## src/rtl/vend_channel_ctrl.sv

```systemverilog
// Vending channel controller: selection check, dispense and refund 4-phase handshakes.
// Optional idle auto-cancel is compiled in when VEND_TIMEOUT_EN is defined.
module vend_channel_ctrl #(
    parameter int NUM_ITEMS = 16,
    parameter int IDX_W     = 4,
    parameter int TIMEOUT   = 40,
    parameter int CNT_W     = 8
) (
    input  logic                 clk,
    input  logic                 rst,
    input  logic                 sel_valid,
    input  logic [IDX_W-1:0]     sel_index,
    input  logic                 cancel,
    input  logic [NUM_ITEMS-1:0] stock,
    input  logic                 disp_ack,
    input  logic                 cancel_ack,
    output logic [1:0]           state,
    output logic                 disp_req,
    output logic [IDX_W-1:0]     disp_index,
    output logic                 cancel_req,
    output logic                 out_of_stock,
    output logic                 timed_out,
    output logic [15:0]          vend_count
);

    localparam logic [1:0] IDLE     = 2'b00;
    localparam logic [1:0] DISPENSE = 2'b01;
    localparam logic [1:0] CHECK    = 2'b10;
    localparam logic [1:0] CANCEL   = 2'b11;

    logic [1:0]       state_q, state_d;
    logic             dreq_q, dreq_d;
    logic             creq_q, creq_d;
    logic             oos_q, oos_d;
    logic [IDX_W-1:0] idx_q, idx_d;
    logic [15:0]      vend_q, vend_d;
    logic             timeout_hit;
    logic             sel_in_range;
    logic [(2**IDX_W)-1:0] stock_pad;

    // Widen stock to the full index space so any latched index is a legal select.
    always_comb begin
        stock_pad = '0;
        for (int i = 0; i < NUM_ITEMS; i++) begin
            stock_pad[i] = stock[i];
        end
    end

    assign sel_in_range = ({1'b0, sel_index} < (IDX_W+1)'(NUM_ITEMS));

    always_comb begin
        state_d = state_q;
        dreq_d  = dreq_q;
        creq_d  = creq_q;
        oos_d   = 1'b0;
        idx_d   = idx_q;
        vend_d  = vend_q;
        case (state_q)
            IDLE: begin
                if (timeout_hit || cancel) begin
                    state_d = CANCEL;
                    creq_d  = 1'b1;
                end else if (sel_valid) begin
                    if (sel_in_range) begin
                        idx_d   = sel_index;
                        state_d = CHECK;
                    end else begin
                        oos_d = 1'b1;
                    end
                end
            end
            CHECK: begin
                if (cancel) begin
                    state_d = CANCEL;
                    creq_d  = 1'b1;
                end else if (stock_pad[idx_q]) begin
                    state_d = DISPENSE;
                    dreq_d  = 1'b1;
                end else begin
                    oos_d   = 1'b1;
                    state_d = IDLE;
                end
            end
            DISPENSE: begin
                if (dreq_q) begin
                    if (disp_ack) begin
                        dreq_d = 1'b0;
                        if (vend_q != 16'hFFFF) begin
                            vend_d = vend_q + 16'd1;
                        end
                    end
                end else if (!disp_ack) begin
                    state_d = IDLE;
                end
            end
            default: begin
                if (creq_q) begin
                    if (cancel_ack) begin
                        creq_d = 1'b0;
                    end
                end else if (!cancel_ack) begin
                    state_d = IDLE;
                end
            end
        endcase
    end

    always_ff @(posedge clk or negedge rst) begin
        if (!rst) begin
            state_q <= IDLE;
            dreq_q  <= 1'b0;
            creq_q  <= 1'b0;
            oos_q   <= 1'b0;
            idx_q   <= '0;
            vend_q  <= '0;
        end else begin
            state_q <= state_d;
            dreq_q  <= dreq_d;
            creq_q  <= creq_d;
            oos_q   <= oos_d;
            idx_q   <= idx_d;
            vend_q  <= vend_d;
        end
    end

`ifdef VEND_TIMEOUT_EN
    logic [CNT_W-1:0] tcnt_q, tcnt_d;
    logic             to_q;

    assign timeout_hit = (tcnt_q == CNT_W'(TIMEOUT));

    // Counts only uninterrupted IDLE cycles; anything else restarts from zero.
    always_comb begin
        tcnt_d = '0;
        if (state_q == IDLE && state_d == IDLE && !sel_valid) begin
            tcnt_d = tcnt_q + 1'b1;
        end
    end

    always_ff @(posedge clk or negedge rst) begin
        if (!rst) begin
            tcnt_q <= '0;
            to_q   <= 1'b0;
        end else begin
            tcnt_q <= tcnt_d;
            to_q   <= (state_q == IDLE) && timeout_hit;
        end
    end

    assign timed_out = to_q;
`else
    assign timeout_hit = 1'b0;
    assign timed_out   = 1'b0;
`endif

    assign state        = state_q;
    assign disp_req     = dreq_q;
    assign disp_index   = idx_q;
    assign cancel_req   = creq_q;
    assign out_of_stock = oos_q;
    assign vend_count   = vend_q;

endmodule

```

## config.mk

```make
export PLATFORM = sky130hd
export DESIGN_NAME = vend_channel_ctrl
export DESIGN_NICKNAME = d
export VERILOG_FILES = /design/src/rtl/vend_channel_ctrl.sv
export SDC_FILE = /design/constraint.sdc
export NUM_CORES = 1
export LEC_CHECK = 0
export BUFFER_PORTS_ARGS = -buffer_cell sky130_fd_sc_hd__buf_2
export CORE_ASPECT_RATIO = 0.9
export CORE_MARGIN = 2
export CORE_UTILIZATION = 52
export CTS_CLUSTER_DIAMETER = 80
export DETAILED_ROUTE_END_ITERATION = 10
export PLACE_DENSITY = 0.84
export SLEW_MARGIN = 5
export SYNTH_ARGS = -nofsm -noshare
export SYNTH_HDL_FRONTEND = slang
export SYNTH_SLANG_ARGS = --single-unit
```

## constraint.sdc

```tcl
create_clock -name clk -period 3.4 [get_ports clk]
set_input_delay 1.02 -clock clk [delete_from_list [all_inputs] [get_ports clk]]
set_output_delay 1.02 -clock clk [all_outputs]
set_load 0.02 [all_outputs]
```

==> qor.log <==
[die] Die Y 52.6 um
[clocking] clock-pin slew reported for the worst setup and hold paths after clock tree synthesis 0.13 ns
[synth] number of distinct library cells after synthesis 41
[sta] Hold Violations, Final 0
[synth] post-synthesis average cell area 11.0 sq um
[drt] Wirelength per Cell 14.7 um
[drt] wire length after detailed routing 2960 um
[global_route] residual overflow from global routing 0
[setup_path] Worst Path Required 2.38 ns
[sta] number of endpoints failing setup at the final stage 0
[clocking] Post-CTS Setup Inserts 0
[setup_path] chain of cells forming the critical path buf_2
[sta] clock skew after layout 0.00402 ns
[sta] final count of pins violating max slew 0
[clocking] clock insertion delay at the later pin of the skew report 0.31 ns
[die] Chip Width 58.0 um
[place] cell count after placement 198
[setup_path] critical path arrival 1.06 ns
[finish] fin nets 202
[place] Final HPWL DP 2350 um
[setup_path] path depth of the worst reg2reg path 5
[synth] Mapped Area 0.00136 sq mm
[finish] relative area change from synthesis to final layout 20.8%
[setup_path] critical path fanouts, max 6
[finish] utilization after layout 66.7%
[drt] initial drt markers 63
[global_route] vias in the first global route 1128
[die] num rows 17
[synth] fraction of synthesized cell area taken by the top area cell type 45.9%
[global_route] wire length of the first global-routing pass 4980 um
[hold_path] worst hold endpoint vend_count[9]
[power_and_ir_drop] power density normalized to cell area 599 mW/mm^2
[sta] portion of the clock cycle consumed by the worst path in the final layout 61.3%
[drt] total number of vias 1164
[finish] fillcell total 198
[die] I/O pin cnt 52
[synth] post-synthesis cell type with the largest combined area sky130_fd_sc_hd__dfrtp_1
[run_status] result of the run finished, final reports clean
[clocking] TritonCTS Sinks 25
[synth] sequential cell area fraction in the yosys report 45.9%
[clocking] CTS tree done
[synth] syn_nets 151
[hold_path] Hold Path Stages 1
[sta] Slew headroom 63.3%
[place] routability congestion estimate from global placement 0.811
[die] core area 0.00247 sq mm
[hold_path] Hold Crit Class flip-flop to flip-flop
[setup_path] CP max stage cell sky130_fd_sc_hd__dfrtp_1
[power_and_ir_drop] Peak supply drop 0.556 mV
[drt] first-pass iteration count of the detailed router 4
[place] port bufs 50
[global_route] overall routing resource usage 21.6%
[clocking] Inserted Clock Buffers 3
[synth] share of synthesized flip-flops with an asynchronous set or reset 100%
[drt] post-detailed-route DRC marker count 0
[flow_run] max_cap viols 0
[drt] post-detailed-route count of antenna-violating nets 0
[sta] actual transition at the worst max-transition pin 0.550 ns
[drt] DR vias/cell 5.76
[clocking] clk buf depth 2
[synth] number of synthesized register bits 25
[clocking] number of hold buffers added after cts 0
[setup_path] startpoint class of the critical path flip-flop
[power_and_ir_drop] cell leakage power 0.805 nW
[global_route] maximum number of pins on one net before global-route repair 26
[clocking] Max H-tree Level 1
[setup_path] largest stage delay on the critical path 0.52 ns
[die] effective utilization at floorplan 55.2%
[global_route] initial antenna violation count 0
[sta] sum of negative setup slack 0 ns
[setup_path] RR Startpoint vend_count[0]
[setup_path] number of buffers and inverters on the critical path 1
[hold_path] startpoint of the lowest-slack hold path vend_count[9]
[clocking] Clock Root Buffer sky130_fd_sc_hd__clkbuf_4
[synth] warnings from Yosys 0
[setup_path] setup slack of the worst register-to-register path 1.39 ns
[sta] setup repair after global routing missed its margin no
[synth] Syn Inst Count 124
[finish] Antenna Diode Count 0
[synth] dominant synthesized flop cell sky130_fd_sc_hd__dfrtp_1
[finish] share of layout cells above drive strength 1 39.7%
[die] area of the die 0.00305 sq mm
[setup_path] capture instance of the worst register-to-register path vend_count[1]
[sta] timing-limited maximum frequency 480 MHz
[finish] number of standard cells in the layout, taps in and fillers out 202
[sta] shortest period the worst path allows 2.08 ns
[synth] Post-synth EDFFs 0
[synth] leading post-synthesis cells by cell area sky130_fd_sc_hd__dfrtp_1, sky130_fd_sc_hd__xnor2_1, sky130_fd_sc_hd__mux2_2
[clocking] Resize count post-CTS 0
[setup_path] kind of cell with the highest combined delay on the critical path flip-flops
[setup_path] category of the critical setup timing path flip-flop to primary output
[setup_path] crit end category primary output
[Yosys cell counts (2+ instances only)]
cell,n
sky130_fd_sc_hd__a31oi_1,2
sky130_fd_sc_hd__nand4_1,3
sky130_fd_sc_hd__nor4_1,2
sky130_fd_sc_hd__mux4_2,2
sky130_fd_sc_hd__inv_1,3
sky130_fd_sc_hd__mux2_2,6
sky130_fd_sc_hd__mux4_1,2
sky130_fd_sc_hd__a21oi_1,6
sky130_fd_sc_hd__nor2_1,8
sky130_fd_sc_hd__and3_1,4
sky130_fd_sc_hd__or3_1,2
sky130_fd_sc_hd__o211ai_1,3
sky130_fd_sc_hd__nor2b_1,2
sky130_fd_sc_hd__nand2_1,8
sky130_fd_sc_hd__nand3_1,11
sky130_fd_sc_hd__xnor2_1,8
sky130_fd_sc_hd__o21ai_0,4
sky130_fd_sc_hd__dfrtp_1,25
[placed cells by master (no fill, tap or decap), types with 4 or more instances in the layout]
| master | n |
|---|---|
| sky130_fd_sc_hd__a21oi_1 | 6 |
| sky130_fd_sc_hd__and3_1 | 4 |
| sky130_fd_sc_hd__buf_2 | 50 |
| sky130_fd_sc_hd__dfrtp_1 | 25 |
| sky130_fd_sc_hd__mux2_2 | 6 |
| sky130_fd_sc_hd__nand2_1 | 8 |
| sky130_fd_sc_hd__nand3_1 | 11 |
| sky130_fd_sc_hd__nor2_1 | 8 |
| sky130_fd_sc_hd__o21ai_0 | 4 |
| sky130_fd_sc_hd__xnor2_1 | 8 |
[per-layer routing]
layer / wire length [um] / track usage (%) / vias up
li1: - / - / 560
met1: 1220 / 27.1 / 563
met2: 1600 / 38.3 / 37
met3: 120 / 2.47 / 4
met4: 23 / 8.53 / 0
met5: 0 / 0 / -
[registers in the layout (all words and copies together), names as in the netlist]
name,count
vend_count,16
state,2
disp_index,4
disp_req,1
out_of_stock,1
cancel_req,1
[worst max path at each step]
stage | start | end | slack [ns] | cells after the start
global placement | stock[3] | disp_req | 1.08 | 5
detailed placement | stock[3] | disp_req | 1.05 | 5
CTS | disp_index[0] | disp_index[0] | 1.29 | 1
finish | disp_index[0] | disp_index[0] | 1.32 | 1
global route | disp_ack | vend_count[14] | 1.22 | 5
floorplan | stock[3] | disp_req | 1.23 | 4
[kinds of logic (layout without fill, tap and decap cells)]
kind of cell             count (synthesis)  count (layout)  synth area share [%]
buffers and inverters                    7              57                  2.85
adder cells (fa/ha/maj)                  1               1                 0.918
XOR/XNOR                                 9               9                  5.79
AO/OA/AOI/OAI                           21              21                  10.5
other                                    1               1                 0.275
AND/OR/NAND/NOR                         49              49                  20.6
flip-flops                              25              25                  45.9
multiplexers                            11              11                  13.2
[cell type report]
class | count | area [sq um] | area share (%)
clock buffers | 4 | 26.3 | 1.60
inverters | 3 | 11.3 | 0.684
multi-input cells | 92 | 698 | 42.4
flip-flops and latches | 25 | 626 | 38.0
well taps | 28 | 35.0 | 2.13
repair buffers | 50 | 250 | 15.2
[per-stage QoR]
step,hold slack (ns),total power [mW],worst slack (ns),area (sq um)
after floorplan,0.613,0.735,1.23,1360
after global placement,0.511,0.842,1.08,1620
after detailed placement,0.519,0.866,1.05,1620
after CTS,0.538,0.994,1.29,1650
after global routing,0.577,1.05,1.22,1650
final,0.539,0.987,1.32,1650
[power breakdown]
| part | switching [mW] | internal, mW |
|---|---|---|
| Sequential | 0.105 | 0.362 |
| Combinational | 0.203 | 0.188 |
| Clock | 0.0826 | 0.0458 |
| Total | 0.391 | 0.595 |
(Power assumes the default switching activity.)
